`src/rtl/vga_pkg.sv`:
```
// vga_pkg: shared timing defaults, coordinate width and controller state type
// for the VGA sync controller slice.
package vga_pkg;

    // Coordinate width for x / y outputs.
    localparam int COORD_W = 10;

    // Default pixel-clock divider (100 MHz system clock -> 25 MHz pixel rate).
    localparam int DEF_DIV = 4;

    // Default 640x480@60 horizontal timing, in pixels.
    localparam int DEF_H_ACTIVE = 640;
    localparam int DEF_H_FP     = 16;
    localparam int DEF_H_SYNC   = 96;
    localparam int DEF_H_BP     = 48;

    // Default 640x480@60 vertical timing, in lines.
    localparam int DEF_V_ACTIVE = 480;
    localparam int DEF_V_FP     = 10;
    localparam int DEF_V_SYNC   = 2;
    localparam int DEF_V_BP     = 33;

    localparam int H_TOTAL = DEF_H_ACTIVE + DEF_H_FP + DEF_H_SYNC + DEF_H_BP;
    localparam int V_TOTAL = DEF_V_ACTIVE + DEF_V_FP + DEF_V_SYNC + DEF_V_BP;

    // Controller run state.
    typedef enum logic {
        IDLE = 1'b0,
        RUN  = 1'b1
    } state_e;

endpackage

```
`src/rtl/vga_pix_tick_gen.sv`:
```
// vga_pix_tick_gen: divides the system clock into a one-clk pixel-rate
// enable. The counter is held at zero whenever en is low.
module vga_pix_tick_gen
    import vga_pkg::*;
#(
    parameter int DIV = DEF_DIV
) (
    input  logic clk,
    input  logic rst_n,
    input  logic en,
    output logic pix_tick
);

    localparam int CNT_W = (DIV > 1) ? $clog2(DIV) : 1;
    localparam logic [CNT_W-1:0] CNT_LAST = CNT_W'(DIV - 1);

    logic [CNT_W-1:0] div_cnt_q;
    logic [CNT_W-1:0] div_cnt_d;

    // Next divider count: wrap at DIV-1, clear while disabled.
    always_comb begin
        // NOTE: every combinational output gets a default first so no latch is inferred.
        div_cnt_d = div_cnt_q;
        if (!en) begin
            div_cnt_d = '0;
        end else if (div_cnt_q == CNT_LAST) begin
            div_cnt_d = '0;
        end else begin
            div_cnt_d = div_cnt_q + 1'b1;
        end
    end

    // Divider count register.
    always_ff @(posedge clk or negedge rst_n) begin
        // NOTE: flops are written with non-blocking assignments only; blocking here would race other flops.
        if (!rst_n) begin
            div_cnt_q <= '0;
        end else begin
            div_cnt_q <= div_cnt_d;
        end
    end

    assign pix_tick = (div_cnt_q == CNT_LAST);

endmodule

```
`src/rtl/vga_sync_ctrl.sv`:
```
// vga_sync_ctrl: single-clock VGA timing generator. Produces the pixel enable,
// registered hsync/vsync/video_on/x/y/frame_start, and grants the shared
// frame-buffer write port to the UART side only outside active video.
// Optional build macro VGA_HBLANK_WR_EN: also open the write window during
// horizontal blanking of active lines.
module vga_sync_ctrl
    import vga_pkg::*;
#(
    parameter int DIV      = DEF_DIV,
    parameter int H_ACTIVE = DEF_H_ACTIVE,
    parameter int H_FP     = DEF_H_FP,
    parameter int H_SYNC   = DEF_H_SYNC,
    parameter int H_BP     = DEF_H_BP,
    parameter int V_ACTIVE = DEF_V_ACTIVE,
    parameter int V_FP     = DEF_V_FP,
    parameter int V_SYNC   = DEF_V_SYNC,
    parameter int V_BP     = DEF_V_BP
) (
    input  logic               clk,
    input  logic               rst_n,
    input  logic               en,
    output logic               pix_tick,
    output logic               hsync,
    output logic               vsync,
    output logic               video_on,
    output logic [COORD_W-1:0] x,
    output logic [COORD_W-1:0] y,
    output logic               frame_start,
    input  logic               wr_req,
    output logic               wr_gnt
);

    localparam int H_TOT = H_ACTIVE + H_FP + H_SYNC + H_BP;
    localparam int V_TOT = V_ACTIVE + V_FP + V_SYNC + V_BP;

    // Coordinate-width boundaries used by the counters and decodes.
    localparam logic [COORD_W-1:0] X_ACT     = COORD_W'(H_ACTIVE);
    localparam logic [COORD_W-1:0] X_SYNC_S  = COORD_W'(H_ACTIVE + H_FP);
    localparam logic [COORD_W-1:0] X_SYNC_E  = COORD_W'(H_ACTIVE + H_FP + H_SYNC - 1);
    localparam logic [COORD_W-1:0] X_LAST    = COORD_W'(H_TOT - 1);
    localparam logic [COORD_W-1:0] X_HB_LAST = COORD_W'(H_TOT - 2);
    localparam logic [COORD_W-1:0] Y_ACT     = COORD_W'(V_ACTIVE);
    localparam logic [COORD_W-1:0] Y_SYNC_S  = COORD_W'(V_ACTIVE + V_FP);
    localparam logic [COORD_W-1:0] Y_SYNC_E  = COORD_W'(V_ACTIVE + V_FP + V_SYNC - 1);
    localparam logic [COORD_W-1:0] Y_LAST    = COORD_W'(V_TOT - 1);
    localparam logic [COORD_W-1:0] Y_VB_LAST = COORD_W'(V_TOT - 2);

    state_e             state_q, state_d;
    logic               started_q, started_d;
    logic [COORD_W-1:0] x_q, x_d;
    logic [COORD_W-1:0] y_q, y_d;
    logic               hsync_q, hsync_d;
    logic               vsync_q, vsync_d;
    logic               video_on_q, video_on_d;
    logic               frame_start_q, frame_start_d;
    logic               wr_gnt_q, wr_gnt_d;
    logic               run;
    logic               win_vblank;
    logic               win_hblank;

    assign run = (state_q == RUN);

    // Pixel enable only counts while running and still enabled.
    vga_pix_tick_gen #(
        .DIV (DIV)
    ) u_pix_tick_gen (
        .clk      (clk),
        .rst_n    (rst_n),
        .en       (run & en),
        .pix_tick (pix_tick)
    );

    // Write window: vertical blanking up to the second-to-last line, so the
    // last blanking line lets the write path drain before video resumes.
    always_comb begin
        win_vblank = run && (y_q >= Y_ACT) && (y_q <= Y_VB_LAST);
`ifdef VGA_HBLANK_WR_EN
        win_hblank = run && (y_q < Y_ACT) && (x_q >= X_ACT) && (x_q <= X_HB_LAST);
`else
        win_hblank = 1'b0;
`endif
    end

    // Next state, coordinates, registered decodes and write grant.
    always_comb begin
        state_d       = en ? RUN : IDLE;
        started_d     = started_q;
        x_d           = x_q;
        y_d           = y_q;
        hsync_d       = hsync_q;
        vsync_d       = vsync_q;
        video_on_d    = video_on_q;
        frame_start_d = 1'b0;

        if (!en) begin
            started_d  = 1'b0;
            x_d        = '0;
            y_d        = '0;
            hsync_d    = 1'b1;
            vsync_d    = 1'b1;
            video_on_d = 1'b0;
        end else if (pix_tick) begin
            if (!started_q) begin
                // First pixel after entering RUN presents (0,0).
                started_d     = 1'b1;
                x_d           = '0;
                y_d           = '0;
                frame_start_d = 1'b1;
            end else if (x_q == X_LAST) begin
                x_d = '0;
                if (y_q == Y_LAST) begin
                    y_d           = '0;
                    frame_start_d = 1'b1;
                end else begin
                    y_d = y_q + 1'b1;
                end
            end else begin
                x_d = x_q + 1'b1;
            end
            // Decodes are computed for the coordinates being presented next.
            hsync_d    = !((x_d >= X_SYNC_S) && (x_d <= X_SYNC_E));
            vsync_d    = !((y_d >= Y_SYNC_S) && (y_d <= Y_SYNC_E));
            video_on_d = (x_d < X_ACT) && (y_d < Y_ACT);
        end

        wr_gnt_d = en && wr_req && (win_vblank || win_hblank);
    end

    // Controller register bank; reset gives the IDLE output values at once.
    always_ff @(posedge clk or negedge rst_n) begin
        if (!rst_n) begin
            state_q       <= IDLE;
            started_q     <= 1'b0;
            x_q           <= '0;
            y_q           <= '0;
            hsync_q       <= 1'b1;
            vsync_q       <= 1'b1;
            video_on_q    <= 1'b0;
            frame_start_q <= 1'b0;
            wr_gnt_q      <= 1'b0;
        end else begin
            state_q       <= state_d;
            started_q     <= started_d;
            x_q           <= x_d;
            y_q           <= y_d;
            hsync_q       <= hsync_d;
            vsync_q       <= vsync_d;
            video_on_q    <= video_on_d;
            frame_start_q <= frame_start_d;
            wr_gnt_q      <= wr_gnt_d;
        end
    end

    assign hsync       = hsync_q;
    assign vsync       = vsync_q;
    assign video_on    = video_on_q;
    assign x           = x_q;
    assign y           = y_q;
    assign frame_start = frame_start_q;
    assign wr_gnt      = wr_gnt_q;

endmodule

```
`config.mk`:
```
export PLATFORM = sky130hd
export DESIGN_NAME = vga_sync_ctrl
export DESIGN_NICKNAME = d
export VERILOG_FILES = /design/src/rtl/vga_pkg.sv /design/src/rtl/vga_pix_tick_gen.sv /design/src/rtl/vga_sync_ctrl.sv
export SDC_FILE = /design/constraint.sdc
export NUM_CORES = 1
export LEC_CHECK = 0
export ABC_AREA = 1
export CAP_MARGIN = 20
export CORE_MARGIN = 1
export CORE_UTILIZATION = 45
export DETAILED_ROUTE_END_ITERATION = 10
export GPL_TIMING_DRIVEN = 0
export PLACE_DENSITY = 0.71
export SETUP_SLACK_MARGIN = 0.05
export SLEW_MARGIN = 25
export SYNTH_ARGS = -nofsm -noshare
export SYNTH_HDL_FRONTEND = slang
export SYNTH_SLANG_ARGS = --single-unit
export TNS_END_PERCENT = 100
```
`constraint.sdc`:
```
create_clock -name clk -period 2.4 [get_ports clk]
set_clock_uncertainty 0.1 [all_clocks]
set_input_delay 0.48 -clock clk [delete_from_list [all_inputs] [get_ports clk]]
set_output_delay 0.48 -clock clk [all_outputs]
set_load 0.005 [all_outputs]
```
## Word-level counts from Yosys, hierarchy flattened

Index checks and enable logic that the tools add are counted.

- Register bits: 29
- Input port bits: 4
- Output and inout port bits: 26
- Logic and storage cells: 64

- Add/sub/neg operators: 3
- Magnitude comparators: 8
- Equal/unequal tests: 4
- Mux-type cells: 29
- Bitwise operators: 1
- Reductions and logical operators: 9

Operator list:

| cell | number |
|---|---|
| 10-bit 2-to-1 mux | 13 |
| 10-bit by 1-bit adder with 10-bit output (second input constant) | 2 |
| 10-bit == test (second input constant) | 2 |
| 10-bit by 9-bit greater-or-equal comparator with 1-bit output (second input constant) | 2 |
| 10-bit <= comparator (second input constant) | 2 |
| 1-bit 2-to-1 mux | 14 |
| 10-bit greater-or-equal comparator (second input constant) | 1 |
| 10-bit by 9-bit <= comparator with 1-bit output (second input constant) | 1 |
| 10-bit less-than comparator (second input constant) | 1 |
| 10-bit by 9-bit less-than comparator with 1-bit output (second input constant) | 1 |
| 1-bit logical AND | 7 |
| 2-bit 2-to-1 mux | 2 |
| 2-bit by 1-bit adder with 2-bit output (second input constant) | 1 |
| 2-bit == test (second input constant) | 1 |
| 1-bit zero test | 2 |
| 2-bit by 1-bit inequality test with 1-bit output (second input constant) | 1 |
| 1-bit AND | 1 |

## Logic depth before layout (Yosys ltp)

Gate-level depths: netlist of the first run.

- Depth after elaboration: 11
- Gate-level depth with buffers: 14
- Depth with buffers taken out: 14

## Hierarchy

From an unflattened synthesis of the first run, not the netlist that was laid out.

- Cell total of the unflattened synthesis: 251
- Area total of the unflattened synthesis: 1849.3 um^2

By module, submodules not included:

| module | instances | cells each | area an instance (um^2) | sequential area each (um^2) |
|---|---|---|---|---|
| vga_sync_ctrl | 1 | 243 | 1765.4 | 678.2 |
| vga_pix_tick_gen | 1 | 8 | 83.8 | 50.0 |

## Least setup slack after synthesis of the first run

No wires, ideal clock.

- Path type: register to register
- From: register x_q[0] (netlist: x[0])
- To: register video_on_q (netlist: video_on)
- Library setup time: 0.116 ns
- Arrival time: 1.498 ns
- Required time: 2.184 ns
- Path slack: 0.685 ns
- Cell stages (with the launch flop): 11
- Buffers on the path: 0
- Period minus slack after synthesis: 1.715 ns
- Cell sequence: dfrtp_1 -> ha_1 -> nand2_2 -> nor2_4 -> nand3_2 -> o21ai_2 -> nand3_1 -> nor2_1 -> nand3b_1 -> nand2_1 -> nand2_1

- Cells in the longest elaborated chain, start to end: 9
- Elaborated cells between the ends (all ways): 15
- Classes of those cells: add/sub (1); order compare (2); eq/ne (1); mux (10); reduce/logical (1)

RTL lines:

| element | RTL line | source |
|---|---|---|
| start: declaration | vga_sync_ctrl.sv:50 | `logic [COORD_W-1:0] x_q, x_d;` |
| start signal: assignment | vga_sync_ctrl.sv:134 | `x_q <= '0;` |
| start signal: assignment | vga_sync_ctrl.sv:144 | `x_q <= x_d;` |
| 10-bit by 1-bit adder with 10-bit output / 10-bit == test (equally long branches) | vga_sync_ctrl.sv:118, vga_sync_ctrl.sv:109 |  |
| 10-bit 2-to-1 mux | vga_sync_ctrl.sv:109 | `end else if (x_q == X_LAST) begin` |
| 10-bit 2-to-1 mux | vga_sync_ctrl.sv:103 | `if (!started_q) begin` |
| 10-bit 2-to-1 mux | vga_sync_ctrl.sv:102 | `end else if (pix_tick) begin` |
| 10-bit 2-to-1 mux | vga_sync_ctrl.sv:95 | `if (!en) begin` |
| 10-bit less-than comparator / 10-bit by 9-bit less-than comparator with 1-bit output (equally long branches) | vga_sync_ctrl.sv:123 | `video_on_d = (x_d < X_ACT) && (y_d < Y_ACT);` |
| 1-bit logical AND (*) | vga_sync_ctrl.sv:123 |  |
| 1-bit 2-to-1 mux (*) | vga_sync_ctrl.sv:102 |  |
| 1-bit 2-to-1 mux (*) | vga_sync_ctrl.sv:95 |  |
| end signal: assignment | vga_sync_ctrl.sv:148 | `video_on_q <= video_on_d;` |
| end: declaration | vga_sync_ctrl.sv:54 | `logic video_on_q, video_on_d;` |

Every way passes the cells marked *; elsewhere a longest branch is shown, timed or not. The select of a mux whose other input is x is not followed.
A chain may end at the register's enable or synchronous reset.

## Worst setup path after layout of the first run

- From: input port en
- To: register x_q[5] (netlist: x[5])

- Cells in the longest elaborated chain, start to end: 1
- Elaborated cells between the ends (all ways): 2
- Classes of those cells: eq/ne (1); mux (1)

RTL lines:

| element | RTL line | source |
|---|---|---|
| start: declaration | vga_sync_ctrl.sv:21 | `input logic en,` |
| 2-bit by 1-bit inequality test with 1-bit output (no source line) / 10-bit 2-to-1 mux (equally long branches) | n/a |  |

Parallel ways exist; a longest one is shown, timed or not.

==> flow_metrics.py, run 1 <==
metrics = {
    "floorplan": {
        "fp.coreArea_um2": 3800,
        "core.rowCount": 22,
        "ports": 30,
        "die-area_um2": 4380,
        "floorplan.initialDensity_pct": 48.7,
        "die_y_um": 66.2,
        "die_width_um": 66.2,
    },
    "synth": {
        "synth-compound-area-share_pct": 10.1,
        "synth_cell_types": 29,
        "syn_inst": 256,
        "ys_seq_area_share_pct": 39.3,
        "synth_top_family_by_area": "simple AND/OR/NAND/NOR gates",
        "syn_area_um2": 1850,
        "synth_nets": 264,
        "synth-adder-area-share_pct": 2.70,
        "synth_xor_xnor_area_share_pct": 0.946,
        "avgSynthCellArea_um2": 7.23,
        "synth-seq-cells": 29,
        "post_synth_and_or_nand_nor_area_fraction_pct": 38.4,
        "ys.warnings.count": 0,
        "post_synthesis_mux_area_share_pct": 0,
    },
    "sta": {
        "final_critical_period_ps": 2040,
        "slew_viol_final": 0,
        "maxClockFrequency_mhz": 491,
        "layout_setup_ws_ps": 363,
        "setup_viol_count_final": 0,
        "layout_worst_path_cycle_share_pct": 84.9,
        "totalNegativeSetupSlack_ps": 0,
        "hold_viol_final": 0,
        "slew_at_the_pin_closest_to_its_max_slew_limit_ps": 669,
        "rsz0062_at_grt": "no",
        "timing.max_slew.rel_slack_pct": 55.4,
    },
    "placement": {
        "io_buffer_count": 29,
        "hpwl_mm": 3.42,
        "pre_cts_slack_ps": -163,
        "routabilityCongestion": 0.883,
    },
    "global_routing": {
        "antenna_found_initial": 0,
        "first_global_vias": 1609,
        "grt_max_degree": 30,
        "grt_first_pass_wirelength_mm": 7.61,
        "congestion_overflow_gr": 0,
        "grt_use_total_pct": 23.4,
    },
    "pwr": {
        "static-leakage-power_nw": 1.04,
        "ir_worst_vdd_mv": 0.330,
        "p_total_mw": 0.923,
        "power_density_nw_per_um2": 404,
    },
    "critical_path": {
        "timing.critical_path.slowest_cell_delay_ps": 520,
        "timing.reg2reg.worst_path_depth": 11,
        "cp-start-kind": "primary input",
        "path_delay_family": "buffers and inverters",
        "worst-r2r-setup-slack_ps": 410,
        "worst_ep_required_time_ps": 2490,
        "regToRegStartpoint": "x[0]$_DFFE_PN0P_",
        "reg2reg_to": "vsync$_DFFE_PN1P_",
        "crit_path_end_kind": "flop",
        "path_class": "primary input to flop",
        "crit_path_cell_trace": "clkdlybuf4s50_1, inv_1, nor2_1, inv_2, clkbuf_1, o22ai_1",
        "critical_path_arrival_ps": 2130,
        "crit_path_max_fanout": 10,
        "critPathSlowestCell": "clkdlybuf4s50_1",
        "path_buf_inv": 4,
    },
    "cells_and_area": {
        "area_growth_pct": 23.3,
        "ratio_of_cells_with_drive_above_1_in_the_final_layout_pct": 10.6,
        "antennaDiodeCount": 0,
        "fin_nets": 300,
    },
    "drt": {
        "remaining_drc_errors": 0,
        "drt-vias-per-instance": 5.41,
        "wl_per_cell_um": 13.4,
        "detailedRoute.firstIterationViolations": 164,
        "routed-via-count": 1838,
        "drt_pre_antenna_iters": 5,
        "detail-route-antenna-nets": 0,
        "drt_wl_total_mm": 4.54,
    },
    "clocking": {
        "cts_max_path_buffers": 2,
        "cts_root_buffer_type": "clkbuf_8",
        "clkSinkCount": 29,
        "cts.htree.levels": 2,
        "tritoncts.num_buffers": 5,
        "cts_hold_buffers": 0,
        "worst_setup_hold_path_clk_slew_ps": 60,
        "insertion_delay_of_the_later_clocked_pin_in_the_worst_skew_pair_ps": 280,
        "tritoncts_clock_tree": "done",
    },
    "status": {
        "run_status": "finished, final reports clean",
    },
    "hold_path": {
        "worst_hold_path_type": "primary input to async pin",
    },
    "job": {
        "timing.max_cap.violations": 0,
    },
}
[stage by stage]
step	hold WS, ps	cell area (um2)	util (%)	instances
after floorplan	84.4	1850	-	256
after global placement	330	2200	58.0	333
after detailed placement	336	2200	57.8	333
final	135	2280	60.1	340
after global routing	185	2280	60.1	340
after CTS	146	2280	60.1	340
[cell families (layout without fill, tap and decap cells)]
| family | after synthesis | count (layout) |
|---|---|---|
| buffers and inverters | 42 | 78 |
| flip-flops | 29 | 29 |
| AO/OA/AOI/OAI | 30 | 30 |
| adder cells (fa/ha/maj) | 4 | 4 |
| XOR/XNOR | 2 | 2 |
| AND/OR/NAND/NOR | 149 | 149 |
[what timing repair did]
| action | 4_1_cts | 5_1_grt |
|---|---|---|
| gates resized for setup | 0 | 1 |
| buffers inserted | 0 | 0 |
| setup endpoints to repair | 0 | 10 |
[placed cells by master (no fill, tap or decap), drive strengths merged]
cell	n
nand3b	1
clkdlybuf4s50	28
o22ai	11
clkinv	1
inv	39
xor2	2
nor2	35
nor3	2
nand4	12
a21oi	4
a32o	2
buf	1
dfrtp	27
nand2	74
o21ai	10
o22a	1
dfstp	2
ha	4
o32ai	1
o31ai	1
clkbuf	9
or2	1
nand3	24
[report_power, final]
part | internal, mW | leakage, nW | switching, mW
clock network | 0.227 | 0.0443 | 0.171
registers | 0.492 | 0.395 | 0.00168
logic | 0.00740 | 0.600 | 0.0238
[cells in the mapped netlist, drive strengths merged]
| cell type | n | area (um2) |
|---|---|---|
| nand2 | 74 | 308 |
| inv | 38 | 143 |
| nor2 | 35 | 164 |
| dfrtp | 27 | 676 |
| nand3 | 24 | 135 |
| nand4 | 12 | 75.1 |
| o22ai | 11 | 68.8 |
| o21ai | 10 | 53.8 |
| a21oi | 4 | 20.0 |
| ha | 4 | 50.1 |
| a32o | 2 | 20.0 |
| clkbuf | 2 | 7.51 |
| clkinv | 2 | 7.51 |
| dfstp | 2 | 52.6 |
| nor3 | 2 | 15.0 |
| xor2 | 2 | 17.5 |
| nand3b | 1 | 7.51 |
| o22a | 1 | 8.76 |
| o31ai | 1 | 7.51 |
| o32ai | 1 | 8.76 |
| or2 | 1 | 6.26 |
[sequential cells by signal (all words and copies together), names as in the netlist]
signal                    count
run                           1
vsync                         1
x                            10
frame_start                   1
y                            10
wr_gnt                        1
started_q                     1
video_on                      1
hsync                         1
u_pix_tick_gen.div_cnt_q      2
[worst max path at each step]
stage | startpoint | end | slack [ps] | depth (start not counted)
6_report | en | x[5]$_DFFE_PN0P_ | 360 | 6
5_1_grt | en | x[5]$_DFFE_PN0P_ | 140 | 6
4_1_cts | en | x[5]$_DFFE_PN0P_ | 140 | 6
3_5_place_dp | en | x[5]$_DFFE_PN0P_ | -160 | 6
3_3_place_gp | en | y[5]$_DFFE_PN0P_ | -160 | 6
2_1_floorplan | x[0]$_DFFE_PN0P_ | video_on$_DFFE_PN0P_ | 690 | 10
[cell type report]
cell class | count | area (um2)
timing repair buffer | 29 | 285
inverter | 40 | 150
clock buffer | 7 | 86.3
multi-input combinational | 185 | 966
fill | 367 | 1520
tap | 48 | 60.1
sequential | 29 | 728
buffer | 2 | 7.51
[metal layers]
layer	vias to the layer above	GRT usage [%]	share of wire, %
li1	919	-	-
met1	846	33.3	47
met2	66	36.5	45
met3	7	4.31	6.2
met4	0	6.12	1.3
met5	-	0	0
(Power assumes the default switching activity.)
==> inputs of run 2 (changes only) <==
Settings changed: PLACE_DENSITY 0.71 to 0.74.
Clock period 2.4 ns to 1.8 ns, I/O delays scaled along.
==> run 2 against run 1 <==
Against the previous run:
- the flow now finishes with violations (setup timing)
- final area rose by 9.3%
- count of clock-buffer cells in the layout fell by 1
- combinational power rose by 48%
- worst hold slack got worse by 130 ps
- routed wire length rose by 9.8%
- global-route usage rose by 1.8 points
- sequential cell count did not move
- worst setup slack got worse by 430 ps
- utilization rose by 5.6 points
- clock power rose by 31%
- power rose by 33%
- sequential power rose by 33%
- critical path type is now flop to flop
- largest cell class unchanged
==> flow_metrics.py, run 2 (synthesis results as in run 1) <==
metrics = {
    "status": {
        "run_status": "finished, violations left",
        "failed_checks": "setup timing",
    },
    "drt": {
        "remaining_drc_errors": 0,
        "wl_per_cell_um": 14.2,
        "detail-route-antenna-nets": 0,
        "detailedRoute.firstIterationViolations": 146,
        "drt_pre_antenna_iters": 4,
        "routed-via-count": 1912,
        "drt-vias-per-instance": 5.43,
        "drt_wl_total_mm": 4.98,
    },
    "cells_and_area": {
        "final_design_area_no_fill_um2": 2500,
        "final_common_cell": "nand2_1",
        "antennaDiodeCount": 0,
        "fin_nets": 311,
        "postLayoutCoreUtil_pct": 65.7,
        "area_growth_pct": 34.8,
        "ratio_of_cells_with_drive_above_1_in_the_final_layout_pct": 24.7,
        "final_cell_mix": "61 x nand2_1, 34 x inv_1, 23 x nor2_1",
        "layout.filler_cells": 321,
    },
    "floorplan": {
        "fp.coreArea_um2": 3800,
        "core.rowCount": 22,
        "die-area_um2": 4380,
        "floorplan.initialDensity_pct": 48.7,
        "die_width_um": 66.2,
        "die_y_um": 66.2,
        "ports": 30,
    },
    "sta": {
        "timing.hold.ws_ps": 7.32,
        "hold_viol_final": 0,
        "setup_viol_count_final": 3,
        "slew_viol_final": 0,
        "timing.max_slew.rel_slack_pct": 56.1,
        "rsz0062_at_grt": "yes",
        "maxClockFrequency_mhz": 537,
        "slew_at_the_pin_closest_to_its_max_slew_limit_ps": 659,
        "layout_worst_path_cycle_share_pct": 103,
        "layout_setup_ws_ps": -62.2,
        "final_critical_period_ps": 1860,
    },
    "global_routing": {
        "first_global_vias": 1808,
        "grt_first_pass_wirelength_mm": 8.23,
        "grt_max_degree": 30,
        "antenna_found_initial": 0,
        "congestion_overflow_gr": 0,
        "grt_use_total_pct": 25.2,
    },
    "critical_path": {
        "regToRegStartpoint": "x[1]$_DFFE_PN0P_",
        "worst-r2r-setup-slack_ps": -60,
        "crit_path_end_kind": "flop",
        "path_class": "flop to flop",
        "cp-start-kind": "flop",
        "worstSetupStartpoint": "x[1]$_DFFE_PN0P_",
        "critical_path_arrival_ps": 1940,
        "reg2reg_to": "video_on$_DFFE_PN0P_",
        "crit_path_max_fanout": 5,
        "worst_setup_path_endpoint": "video_on$_DFFE_PN0P_",
        "worst_ep_required_time_ps": 1870,
        "timing.reg2reg.worst_path_depth": 11,
    },
    "pwr": {
        "p_clk_share_pct": 42.5,
        "p_total_mw": 1.23,
        "netSwitchingPower_mw": 0.291,
        "internal_power_component_mw": 0.935,
        "power.switching_fraction_pct": 23.7,
        "power.share.combinational_pct": 3.8,
        "power_density_nw_per_um2": 491,
        "sequential_power_share_pct": 53.8,
        "ir_worst_vdd_mv": 0.397,
        "static-leakage-power_nw": 1.19,
    },
    "clocking": {
        "insertion_delay_of_the_later_clocked_pin_in_the_worst_skew_pair_ps": 280,
        "worst_setup_hold_path_clk_slew_ps": 70,
        "cts.htree.levels": 2,
        "clkSinkCount": 29,
        "tritoncts_clock_tree": "done",
        "tritoncts.num_buffers": 5,
        "cts_max_path_buffers": 2,
        "cts_root_buffer_type": "clkbuf_8",
    },
    "placement": {
        "pre_cts_slack_ps": -652,
        "hpwl_mm": 3.39,
        "io_buffer_count": 29,
        "routabilityCongestion": 0.882,
        "placement.cell_area_um2": 2200,
    },
    "hold_path": {
        "worst_hold_path_type": "primary input to async pin",
    },
    "job": {
        "timing.max_cap.violations": 0,
    },
}
-- run 2: cell count changes in the layout (fill, tap and decap cells not counted), sizes merged --
cell / delta
buf: +13
clkdlybuf4s50: -7
dlymetal6s2s: +3
clkinv: +3
clkbuf: -2
dlygate4sd2: +3
inv: -1
-- run 2: worst min path at each step --
stage,startpoint,end,slack (ps),depth (start not counted)
after global placement,u_pix_tick_gen.div_cnt_q[0]$_DFF_PN0_,u_pix_tick_gen.div_cnt_q[0]$_DFF_PN0_,330,1
after global routing,rst_n,y[1]$_DFFE_PN0P_,60,1
final,rst_n,y[1]$_DFFE_PN0P_,7,1
after CTS,rst_n,y[1]$_DFFE_PN0P_,20,1
after detailed placement,rst_n,x[5]$_DFFE_PN0P_,330,1
after floorplan,rst_n,frame_start$_DFF_PN0_,-40,0
-- run 2: metrics by stage --
step,setup TNS (ps),instances
CTS,-17.2,346
global placement,-14480,333
detailed placement,-8940,333
global route,-513,352
finish,-124,352
floorplan,0,256
-- run 2: area by class of cell --
type                    instances  area (um2)  area share (%)
multi-input cells             185        1080            43.1
flip-flops and latches         29         737            29.5
repair buffers                 40         373            14.9
inverters                      40         159            6.37
clock buffers                   6        72.6            2.91
well taps                      48        60.1            2.41
clock inverters                 2        10.0           0.401
plain buffers                   2        8.76           0.351
-- run 2: metal layers --
metal  routed length, um  track usage [%]  vias up
li1                    -                -      937
met1                2180             33.2      901
met2                2410             41.3       64
met3                 316             5.00       10
met4                  73             8.51        0
met5                   0                0        -
-- run 2: worst max-delay path: stages (launching register included) --
cell,delay (ps)
dfrtp_1,420
ha_4,180
nand2_4,100
nor2_4,50
nand4_1,220
clkinv_2,150
nand2_2,80
nand3_2,80
nor2_2,140
nand3b_1,90
nand2_1,80
nand2_1,60
-- run 2: timing repair --
item | 4_1_cts | 5_1_grt
setup endpoints to repair | 25 | 23
pin swaps | 5 | 17
gates resized for setup | 18 | 34
hold buffers | 0 | 0
buffers inserted | 5 | 6
-- run 2: power by group through the flow --
| stage | clock network (mW) | registers, mW | logic (mW) |
|---|---|---|---|
| after floorplan | 0 | 0.670 | 0.0149 |
| after global placement | 0 | 0.670 | 0.0429 |
| after detailed placement | 0 | 0.670 | 0.0421 |
| after CTS | 0.532 | 0.659 | 0.0458 |
| after global routing | 0.562 | 0.659 | 0.0537 |
| final | 0.521 | 0.659 | 0.0463 |
